$ cat src/rtl/traffic_light_monitor.sv
// Receive-side checker for a red/yellow/green lamp interface: decodes the lamp phase,
// times each phase in seconds, flags illegal combinations/order/durations and counts cycles.
module traffic_light_monitor #(
  parameter int TICKS_PER_SEC = 50_000_000,
  parameter int RED_SEC       = 20,
  parameter int GREEN_SEC     = 20,
  parameter int YELLOW_SEC    = 20,
  parameter int TOL_SEC       = 1
) (
  input  logic        clk,
  input  logic        reset,
  input  logic        red_in,
  input  logic        yellow_in,
  input  logic        green_in,
  input  logic        clear,
  output logic [1:0]  phase,
  output logic [5:0]  phase_sec,
  output logic [15:0] cycle_count,
  output logic [3:0]  err_flags,
  output logic        fault
);

  localparam int              PW        = (TICKS_PER_SEC > 1) ? $clog2(TICKS_PER_SEC) : 1;
  localparam logic [PW-1:0]   PRESC_MAX = PW'(TICKS_PER_SEC - 1);
  localparam logic [6:0]      TOL7      = 7'(TOL_SEC);

  typedef enum logic [2:0] {S_INIT, S_RED, S_GREEN, S_YELLOW, S_FAULT} state_t;

  function automatic logic [5:0] sat_inc6(input logic [5:0] v);
    return (v == 6'd63) ? v : v + 6'd1;
  endfunction

  function automatic logic [6:0] dur_of(input state_t s);
    case (s)
      S_RED:   return 7'(RED_SEC);
      S_GREEN: return 7'(GREEN_SEC);
      default: return 7'(YELLOW_SEC);
    endcase
  endfunction

  function automatic logic [6:0] lo_lim(input logic [6:0] d);
    return (d > TOL7) ? d - TOL7 : 7'd0;
  endfunction

  function automatic state_t next_of(input state_t s);
    case (s)
      S_RED:   return S_GREEN;
      S_GREEN: return S_YELLOW;
      default: return S_RED;
    endcase
  endfunction

  // Lamp vectors are packed as {red, green, yellow}
  logic [2:0]    sync1_q, sync2_q;
  state_t        state_q, state_d;
  logic [PW-1:0] presc_q, presc_d;
  logic [5:0]    sec_q, sec_d, sec_inc;
  logic [15:0]   cnt_q, cnt_d;
  logic [3:0]    err_q, err_d, new_err;
  logic          first_q, first_d;
  logic [1:0]    phase_q, phase_d;
  logic          fault_q, fault_d;
  logic          multi, dark, wrap, exit_ok;
  state_t        lamp_st;
  logic [6:0]    dur, hi, lo;

  always_comb begin
    multi   = (sync2_q[2] & sync2_q[1]) | (sync2_q[2] & sync2_q[0]) | (sync2_q[1] & sync2_q[0]);
    dark    = (sync2_q == 3'b000);
    lamp_st = S_INIT;
    case (sync2_q)
      3'b100:  lamp_st = S_RED;
      3'b010:  lamp_st = S_GREEN;
      3'b001:  lamp_st = S_YELLOW;
      default: lamp_st = S_INIT;
    endcase

    wrap    = (presc_q == PRESC_MAX);
    sec_inc = wrap ? sat_inc6(sec_q) : sec_q;
    dur     = dur_of(state_q);
    hi      = dur + TOL7;
    lo      = lo_lim(dur);
    // A partial first phase after INIT is never judged on exit
    exit_ok = first_q || (({1'b0, sec_q} >= lo) && ({1'b0, sec_q} <= hi));

    state_d = state_q;
    presc_d = presc_q;
    sec_d   = sec_q;
    cnt_d   = cnt_q;
    first_d = first_q;
    new_err = 4'b0000;

    case (state_q)
      S_INIT: begin
        presc_d = '0;
        sec_d   = '0;
        if (multi) begin
          new_err[0] = 1'b1;
          state_d    = S_FAULT;
        end else if (!dark) begin
          state_d = lamp_st;
          first_d = 1'b1;
        end
      end
      S_RED, S_GREEN, S_YELLOW: begin
        if (multi) begin
          new_err[0] = 1'b1;
          state_d    = S_FAULT;
        end else if (dark) begin
          new_err[1] = 1'b1;
          state_d    = S_FAULT;
        end else if (lamp_st == state_q) begin
          presc_d = wrap ? '0 : presc_q + PW'(1);
          sec_d   = sec_inc;
          if ({1'b0, sec_inc} > hi) begin
            new_err[3] = 1'b1;
            state_d    = S_FAULT;
          end
        end else if (lamp_st != next_of(state_q)) begin
          new_err[2] = 1'b1;
          state_d    = S_FAULT;
        end else if (!exit_ok) begin
          new_err[3] = 1'b1;
          state_d    = S_FAULT;
        end else begin
          state_d = lamp_st;
          presc_d = '0;
          sec_d   = '0;
          first_d = 1'b0;
          if ((state_q == S_YELLOW) && !first_q) cnt_d = cnt_q + 16'd1;
        end
      end
      default: begin
        presc_d = '0;
        sec_d   = '0;
        if (clear) state_d = S_INIT;
      end
    endcase

    if (state_d == S_FAULT) begin
      presc_d = '0;
      sec_d   = '0;
    end

    // A newly detected error wins over a simultaneous clear
    err_d = (clear ? 4'b0000 : err_q) | new_err;

    case (state_d)
      S_RED:    phase_d = 2'd1;
      S_GREEN:  phase_d = 2'd2;
      S_YELLOW: phase_d = 2'd3;
      default:  phase_d = 2'd0;
    endcase
    fault_d = (state_d == S_FAULT);
  end

  always_ff @(posedge clk or posedge reset) begin
    if (reset) begin
      sync1_q <= 3'b000;
      sync2_q <= 3'b000;
      state_q <= S_INIT;
      presc_q <= '0;
      sec_q   <= '0;
      cnt_q   <= '0;
      err_q   <= '0;
      first_q <= 1'b0;
      phase_q <= '0;
      fault_q <= 1'b0;
    end else begin
      sync1_q <= {red_in, green_in, yellow_in};
      sync2_q <= sync1_q;
      state_q <= state_d;
      presc_q <= presc_d;
      sec_q   <= sec_d;
      cnt_q   <= cnt_d;
      err_q   <= err_d;
      first_q <= first_d;
      phase_q <= phase_d;
      fault_q <= fault_d;
    end
  end

  assign phase       = phase_q;
  assign phase_sec   = sec_q;
  assign cycle_count = cnt_q;
  assign err_flags   = err_q;
  assign fault       = fault_q;

endmodule

$ cat config.mk
export PLATFORM = sky130hd
export DESIGN_NAME = traffic_light_monitor
export DESIGN_NICKNAME = d
export VERILOG_FILES = /design/src/rtl/traffic_light_monitor.sv
export SDC_FILE = /design/constraint.sdc
export NUM_CORES = 1
export LEC_CHECK = 0
export BUFFER_PORTS_ARGS = -buffer_cell sky130_fd_sc_hd__buf_2
export CAP_MARGIN = 20
export CORE_MARGIN = 2
export CORE_UTILIZATION = 40
export DETAILED_ROUTE_END_ITERATION = 7
export GPL_TIMING_DRIVEN = 0
export SETUP_SLACK_MARGIN = 0.1
export SLEW_MARGIN = 20
export SYNTH_ARGS = -nofsm -noshare
export SYNTH_HDL_FRONTEND = slang
export SYNTH_SLANG_ARGS = --single-unit
$ cat constraint.sdc
create_clock -name clk -period 6.15 [get_ports clk]
set_input_delay 1.23 -clock clk [delete_from_list [all_inputs] [get_ports clk]]
set_output_delay 1.23 -clock clk [all_outputs]
set_load 0.02 [all_outputs]
# == Word level (Yosys, flattened, before mapping) ==
# Index checks and enable logic that the tools add are counted.
# classes
add_sub_neg,3
order_cmp,3
n_eq_ne,25
n_mux,55
bitwise,10
reduce_logical,12
# op_table
op,n
26-bit two-way mux,8
6-bit two-way mux,9
3-bit two-way mux,15
26-bit by 1-bit adder with 26-bit output (second input constant),1
26-bit equality test (second input constant),1
16-bit by 1-bit adder with 16-bit output (second input constant),1
1-bit two-way mux,16
3-bit by 2-bit equality test with 1-bit output (second input constant),5
2-bit != test (second input constant),7
2-bit one-hot mux with 3 select lines,2
3-bit by 1-bit equality test with 1-bit output (second input constant),3
4-bit != test (second input constant),2
8-bit AND reduction,1
7-bit AND reduction,1
6-bit by 1-bit adder with 6-bit output (second input constant),1
3-bit equality test (second input constant),2
6-bit equality test (second input constant),1
6-bit by 5-bit >= comparator with 1-bit output (second input constant),1
6-bit by 5-bit > comparator with 1-bit output (second input constant),1
6-bit by 5-bit <= comparator with 1-bit output (second input constant),1
3-bit logical NOT,2
3-bit != test (second input constant),2
3-bit one-hot mux with 2 select lines,1
4-bit two-way mux,1
other kinds (16),23
# totals
regBits,65
inputBits,6
output_inout_bits,29
wordCells,118

# == Longest topological paths before layout ==
# Gate-level depths: netlist (run 1).
# depth
word_depth,16
depth_mapped,10
ltp_nobuf,8

# == Worst setup path after synthesis (run 1) ==
# OpenSTA, ideal clock, no wires.
# synth_timing
path_type,register -> register
start,register sec_q[1] (netlist: phase_sec[1])
end,register presc_q[12]
setup_time_ns,0.134
arrival_ns,2.358
required_ns,6.016
slack_ns,3.657
stages_incl_launch_ff,10
n_path_buf,1
synth_period_minus_slack_ns,2.493
cell_sequence,dfrtp_1 inv_1 ha_1 or3b_2 and3_1 a2bb2oi_2 clkbuf_1 o311ai_0 xor2_1 nor3_1
# synth_between
elab_chain_len,12
elab_cells_between_ends,23
classes_between,add/sub (1); order compare (3); eq/ne (6); mux (10); reduce/logical (3)
# synth_rtl
item,line,rtl
"start, declared",57,"logic [5:0] sec_q, sec_d, sec_inc;"
"start signal, assigned",163,sec_q <= '0;
"start signal, assigned",174,sec_q <= sec_d;
"6-bit by 1-bit adder with 6-bit output, or another cell as far along",30,return (v == 6'd63) ? v : v + 6'd1;
6-bit two-way mux / 1-bit logical AND (equally long branches),"30, 84",
6-bit two-way mux / 1-bit logical OR (equally long branches),"79, 84",
6-bit by 5-bit > comparator with 1-bit output / 3-bit two-way mux (equally long branches),"115, 122",
"3-bit two-way mux, on equally long branches","115, 119",
3-bit two-way mux,112,end else if (lamp_st == state_q) begin
3-bit two-way mux,109,end else if (dark) begin
3-bit two-way mux,106,if (multi) begin
3-bit one-hot mux with 2 select lines,93,case (state_q)
3-bit equality test,140,if (state_d == S_FAULT) begin
4-bit != test (no line) / 3-bit != test (equally long branches),-,
4-bit AND reduction (no line),-,
"end signal, assigned",173,presc_q <= presc_d;
"end, declared",56,"logic [PW-1:0] presc_q, presc_d;"
# Parallel ways exist; a longest one is shown, timed or not.
# A chain may end at the register's enable or synchronous reset.

# == Final worst setup path (run 1) ==
# layout_timing
start,register presc_q[11]
end,register presc_q[16]
# layout_between
elab_chain_len,11
elab_cells_between_ends,21
classes_between,add/sub (1); order compare (1); eq/ne (6); mux (12); reduce/logical (1)
# layout_rtl
item,line,rtl
26-bit equality test,78,wrap = (presc_q == PRESC_MAX);
6-bit two-way mux,79,sec_inc = wrap ? sat_inc6(sec_q) : sec_q;
6-bit by 5-bit > comparator with 1-bit output,115,"if ({1'b0, sec_inc} > hi) begin"
3-bit two-way mux,115,
3-bit two-way mux,112,
3-bit two-way mux,109,
3-bit two-way mux,106,
3-bit one-hot mux with 2 select lines,93,
3-bit equality test,140,
4-bit != test (no line) / 3-bit != test (equally long branches),-,
4-bit AND reduction (no line),-,
# Parallel ways exist; a longest one is shown, timed or not. The select of a mux whose other input is x is not followed.

==> impl_metrics.csv, run 1 <==
group,metric,value,unit
timing,fin_crit,3040,ps
setup_path,slowest_delay,640,ps
synthesis,synth_seq_cells,65,
clock_network,ctsHoldBuffers,0,
synthesis,synth_nets,376,
setup_path,crit_top_cell,"buf_2",
hold_path,worstHoldStart,"sync1_q[1]$_DFF_PP0_",
setup_path,end_kind,"flop",
setup_path,critPathLaunchType,"flop",
pwr,p_seq_share,42.9,%
synthesis,synth_top_family_by_area,"simple AND/OR/NAND/NOR gates",
synthesis,synth_xor_area_share,7.48,%
synthesis,synth_top_area_share,44.8,%
setup_path,critPathKind,"flop to flop",
floorplan,core,0.00876,mm^2
route,drt_iter0_markers,180,
route,wl,8550,um
route,routed_via_density,5.79,
pwr,p_per_area,260,mW/mm^2
clock_network,cts_sinks,65,
synthesis,synth-adder-area-share,1.72,%
pwr,switchingPower,0.343,mW
setup_path,r2r_setup_slack,3110,ps
pwr,pwr-share-comb,19.2,%
setup_path,r2r-start,"presc_q[11]$_DFFE_PP0P_",
setup_path,crit_family,"simple AND/OR/NAND/NOR gates",
synthesis,synth_ff_type,"dfrtp_1",
clock_network,cts_htree_levels,3,
route,vias,3035,
clock_network,clk_pin_slew,80,ps
synthesis,synth_compound_area_share,17.4,%
synthesis,yosys.area.top_type,"dfrtp_1",
setup_path,crit_chain,"nor4b_1 -> nand3_1 -> or4_1 -> o211ai_1 -> o22ai_1 -> buf_2 -> buf_2 -> a211oi_1",
pwr,p_leak,1.80,nW
route,wl_per_cell,16.3,um
route,route.detailed.drc,0,
route,drtPass1Iterations,5,
timing,skew,9.76,ps
timing,fmax,329,MHz
synthesis,yosys_warnings,0,
finish,utilization,47.8,%
floorplan,start_util,41.4,%
synthesis,synth_area_leaders,"dfrtp_1 45%, xor2_1 5.8%, nor3_1 2.8%",
hold_path,hold_class,"flop to flop",
pwr,p_sw_share,31.5,%
pwr,p_int,0.746,mW
clock_network,cts_tree,"yes",
global_route,grt_pass1_vias,2911,
synthesis,ys_seq_area_share,44.8,%
finish,syn_to_final_growth,15.3,%
route,final_antenna_net_count,0,
synthesis,yosys-top-cells-count,"65 x dfrtp_1, 24 x xor2_1, 22 x nand2_1",
floorplan,pin_count,35,
hold_path,holdPathEnd,"sync2_q[1]$_DFF_PP0_",
floorplan,die_w,99.3,um
clock_network,cts_buffers,9,
finish,fillCellCount,839,
timing,rsz0062_at_grt,"no",
timing,drv_slew,0,
timing,hold_viol_final,0,
synthesis,synthArstFlopShare,100,%
place,hpwlAfterDp,6000,um
floorplan,fp-row-count,34,
synthesis,postSynthCellCount,365,
synthesis,netlist_area,0.00363,mm^2
place,io_buffers,34,
flow_run,max_cap_violations,0,
synthesis,yosysMostFrequentCell,"dfrtp_1",
setup_path,worst_r2r_endpoint,"presc_q[16]$_DFFE_PP0P_",
global_route,grt_pass1_wl,14800,um
timing,period_share,49.4,%
global_route,grt_start_max_net_pins,44,
clock_network,cts_setup_buffers,0,
setup_path,worstPathArrival,3290,ps
global_route,groute.usage.overall,18.6,%
hold_path,holdPathStages,0,
finish,antenna_cells_inserted,0,
synthesis,synthMuxAreaShare,0.861,%
setup_path,reg2reg_depth,8,
floorplan,die_height,99.3,um
outcome,outcome,"finished clean",
floorplan,die_area,0.00986,mm^2
timing,slew_headroom,55.7,%
timing,tns,0,ps
setup_path,path_buf_inv,2,
setup_path,cp_max_fo,10,
global_route,antenna_found_initial,0,
synthesis,yosysUniqueCellTypes,66,
pwr,ir_worst_vdd,123,uV
synthesis,synth.avg_cell_area,9.95,um^2
synthesis,synth-simple-area-share,23.7,%
synthesis,synth-edff-count,0,
global_route,globalRouteOverflowTotal,0,
clock_network,clock_path_buffers,2,
clock_network,cts-root-buf,"clkbuf_8",
setup_path,cp_slowest_cell,"nor4b_1",
pwr,p_clk_share,37.9,%
finish,drive_gt1_share,17.3,%
timing,worst_slew_pin_slew,655,ps
clock_network,cts_resized,0,
clock_network,worstSkewPairLatency,340,ps
setup_path,crit_required,6400,ps
place,place.gp.congestion,0.820,
timing,setup_viol,0,
finish,nNetsFinal,422,
[power groups by stage]
stage / logic (mW) / clock network, mW / registers, mW
6_report: 0.209 / 0.412 / 0.468
5_1_grt: 0.231 / 0.447 / 0.471
4_1_cts: 0.209 / 0.427 / 0.467
3_5_place_dp: 0.208 / 0 / 0.476
3_3_place_gp: 0.206 / 0 / 0.476
2_1_floorplan: 0.134 / 0 / 0.487
[final cells by class]
cell class	instances	area (um^2)	share of cell area [%]
Buffer	20	90.1	2.15
Clock buffer	9	124	2.96
Clock inverter	7	103	2.45
Inverter	14	55.1	1.32
Multi-Input combinational cell	266	1860	44.5
Sequential cell	65	1630	38.9
Tap cell	108	135	3.23
Timing Repair Buffer	35	190	4.54
[kinds of logic (layout without fill, tap and decap cells)]
| group | Yosys count | after routing |
|---|---|---|
| simple gates | 147 | 147 |
| mux | 3 | 3 |
| fa+ha+maj | 5 | 5 |
| xor+xnor | 31 | 31 |
| compound gates | 79 | 79 |
| flops | 65 | 65 |
| buf+inv | 34 | 85 |
| other cells | 1 | 1 |
[state kept, by name (all words and copies together) (netlist names)]
name         cells
fault            1
sync2_q          3
cycle_count     16
phase            2
phase_sec        6
first_q          1
presc_q         26
err_flags        4
state_q          3
sync1_q          3
[cells in the final DEF (no fill, tap or decap), types with 7 or more instances in the layout]
| cell type | netlist | routed |
|---|---|---|
| clkbuf_1 | 13 | 13 |
| clkbuf_8 | 0 | 9 |
| nand3_1 | 13 | 13 |
| a211oi_1 | 11 | 11 |
| nor4_1 | 7 | 7 |
| o21ai_0 | 11 | 11 |
| nand2_1 | 22 | 22 |
| and3_1 | 13 | 13 |
| or3_1 | 7 | 7 |
| xor2_1 | 24 | 24 |
| o31ai_1 | 13 | 13 |
| nor2_1 | 16 | 16 |
| and4_1 | 7 | 7 |
| buf_2 | 6 | 40 |
| dfrtp_1 | 65 | 65 |
| nor3_1 | 20 | 20 |
| inv_1 | 14 | 13 |
| xnor2_1 | 7 | 7 |
[stage by stage]
| stage | cells | total power, mW | hold WS, ps | instance area [um^2] | worst slack (ps) |
|---|---|---|---|---|---|
| detailed placement | 508 | 0.684 | 339 | 3960 | 3180 |
| global route | 524 | 1.15 | 367 | 4190 | 2870 |
| finish | 524 | 1.09 | 354 | 4190 | 3110 |
| global placement | 507 | 0.682 | 335 | 3940 | 2420 |
| floorplan | 365 | 0.621 | 331 | 3630 | 3290 |
| CTS | 524 | 1.10 | 356 | 4190 | 3170 |
[layer usage]
| layer | GRT usage [%] | part of all wire [%] |
|---|---|---|
| met3 | 4.08 | 4.3 |
| met1 | 27.3 | 48 |
| met2 | 27.8 | 47 |
| met4 | 5.48 | 0.69 |
| met5 | 0 | 0 |
[worst max path at each step]
stage	from	endpoint	cells after the start
6_report	presc_q[11]$_DFFE_PP0P_	presc_q[16]$_DFFE_PP0P_	8
5_1_grt	state_q[0]$_DFF_PP0_	presc_q[15]$_DFFE_PP0P_	8
4_1_cts	presc_q[11]$_DFFE_PP0P_	presc_q[16]$_DFFE_PP0P_	8
3_5_place_dp	presc_q[11]$_DFFE_PP0P_	presc_q[17]$_DFFE_PP0P_	8
3_3_place_gp	reset	sync2_q[1]$_DFF_PP0_	2
2_1_floorplan	reset	cycle_count[0]$_DFFE_PP0P_	1
Note: power is estimated with default switching activity, not from simulation.
==> run 2, diff against run 1 <==
==> constraint.sdc (replaced) <==
create_clock -name clk -period 2.7 [get_ports clk]
set_input_delay 0.54 -clock clk [delete_from_list [all_inputs] [get_ports clk]]
set_output_delay 0.54 -clock clk [all_outputs]
set_load 0.02 [all_outputs]
==> run 2 against run 1 <==
- final cell count increased by 3.6%
- routed wire length rose by 10%
- sequential share of layout area shrank 3.7 points
- clock power is 130% higher
- highest routed layer unchanged
- first-iteration DRC count is 21% lower
- maximum frequency rose by 16%
- worst hold slack worse by 200 ps
==> impl_metrics.csv, run 2 (same netlist as run 1, synthesis figures left out) <==
group,metric,value,unit
floorplan,die_height,99.3,um
global_route,grt_start_max_net_pins,44,
place,io_buffers,34,
timing,fin_crit,2610,ps
setup_path,crit_chain,"nor4b_4 -> nand3_2 -> or4_1 -> o211ai_1 -> o22ai_1 -> buf_4 -> buf_4 -> nor3_1",
route,drt_iter0_markers,142,
setup_path,cp_max_fo,10,
global_route,groute.usage.overall,19.1,%
clock_network,cts_buffers,9,
timing,timing.hold.ws,150,ps
timing,skew,11.3,ps
global_route,antenna_found_initial,0,
clock_network,clock_path_buffers,2,
setup_path,cp_slowest_cell,"or4_1",
setup_path,path_buf_inv,2,
setup_path,crit_required,2950,ps
pwr,p_seq_share,42.4,%
setup_path,critPathKind,"flop to flop",
flow_run,max_cap_violations,0,
floorplan,die_area,0.00986,mm^2
floorplan,core,0.00876,mm^2
clock_network,worstSkewPairLatency,350,ps
pwr,p_int,1.75,mW
floorplan,pin_count,35,
route,vias,3154,
finish,utilization,53.0,%
pwr,p_leak,1.97,nW
clock_network,ctsHoldBuffers,0,
timing,hold_viol_final,0,
finish,drive_gt1_share,33.3,%
finish,antenna_cells_inserted,0,
pwr,pwr-share-comb,21.3,%
route,route.detailed.drc,0,
setup_path,crit_top_cell,"buf_4",
setup_path,worstPathArrival,2860,ps
pwr,power.total,2.60,mW
clock_network,cts-root-buf,"clkbuf_8",
clock_network,cts_htree_levels,3,
outcome,outcome,"finished clean",
clock_network,clk_pin_slew,80,ps
pwr,p_sw_share,32.7,%
route,wl,9410,um
finish,nNetsFinal,441,
route,final_antenna_net_count,0,
setup_path,crit_family,"simple AND/OR/NAND/NOR gates",
place,dp.cells,508,
setup_path,critPathLaunchType,"flop",
timing,drv_slew,0,
route,wl_per_cell,17.3,um
pwr,switchingPower,0.851,mW
timing,period_share,96.8,%
timing,setup_viol,0,
clock_network,cts_tree,"yes",
hold_path,hold_class,"input port to async pin",
place,place.gp.congestion,0.820,
global_route,grt_pass1_wl,15200,um
setup_path,end_kind,"flop",
timing,worst_slack,85.3,ps
route,drtPass1Iterations,4,
route,routed_via_density,5.81,
global_route,grt_pass1_vias,2995,
finish,top_register,"presc_q",
place,hpwlAfterDp,6000,um
timing,slew_headroom,61.1,%
finish,final_common_cell,"dfrtp_1",
floorplan,fp-row-count,34,
finish,final_cell_mix,"58 x dfrtp_1, 37 x buf_2, 24 x xor2_1",
finish,syn_to_final_growth,27.9,%
setup_path,slowest_delay,570,ps
clock_network,cts_sinks,65,
global_route,globalRouteOverflowTotal,0,
place,pre_cts_slack,-267,ps
finish,fillCellCount,786,
pwr,ir_worst_vdd,293,uV
floorplan,start_util,41.4,%
pwr,p_clk_share,36.3,%
finish,fin_cells,543,
floorplan,die_w,99.3,um
pwr,p_per_area,560,mW/mm^2
setup_path,r2r-start,"presc_q[11]$_DFFE_PP0P_",
timing,worst_slew_pin_slew,579,ps
finish,largest_reg_flops,26,
timing,fmax,382,MHz
timing,rsz0062_at_grt,"yes",
setup_path,startpoint,"presc_q[11]$_DFFE_PP0P_",
==> run 2: metal layers <==
layer | track usage, % | vias up | share of wire (%)
met5 | 0 | - | 0
met2 | 29.0 | 76 | 47
met4 | 6.01 | 0 | 2.2
met1 | 27.5 | 1562 | 46
met3 | 4.01 | 18 | 4.4
li1 | - | 1498 | -
==> run 2: per-stage QoR <==
stage / cell area, um^2 / setup TNS, ps
floorplan: 3630 / 0
global placement: 3940 / -28690
detailed placement: 3960 / -7570
CTS: 4340 / 0
global route: 4640 / 0
finish: 4640 / 0
==> run 2: area by class of cell <==
cell class	instances	area (um^2)	share of cell area, %
inverters	14	55.1	1.19
multi-input cells	266	2110	45.4
repair buffers	55	360	7.76
well taps	108	135	2.91
plain buffers	19	125	2.69
flip-flops and latches	65	1640	35.2
clock inverters	7	103	2.21
clock buffers	9	124	2.67
==> run 2: repair_timing <==
item / in CTS / in global routing
gates cloned: 0 / 1
setup endpoints to repair: 50 / 49
pin swaps: 4 / 12
buffers inserted: 10 / 9
gates resized for setup: 23 / 65
==> run 2: final timing paths <==
check                                     endpoint  slack, ps  depth (start not counted)
max                        presc_q[12]$_DFFE_PP0P_         90                          8
min                        presc_q[17]$_DFFE_PP0P_        150                          2
max reg2reg                presc_q[12]$_DFFE_PP0P_         90                          8
min reg2reg                   sync2_q[1]$_DFF_PP0_        350                          0
max in group asynchronous     sync2_q[2]$_DFF_PP0_       2000                          3
min in group clk              sync1_q[0]$_DFF_PP0_        300                          1
==> run 2: power by group through the flow <==
stage	combinational [mW]	sequential [mW]	clock [mW]
after floorplan	0.305	1.11	0
after global placement	0.470	1.08	0
after detailed placement	0.474	1.08	0
after CTS	0.483	1.09	0.974
after global routing	0.597	1.11	1.02
final	0.553	1.10	0.946
==> run 2: worst reg2reg max path, delay by kind of cell, from the launching register on <==
kind	cells	cell delay, ps
and+or+nand+nor	4	1390
AOI/OAI and AO/OA	2	270
DFF	1	470
buffers and inverters	2	390
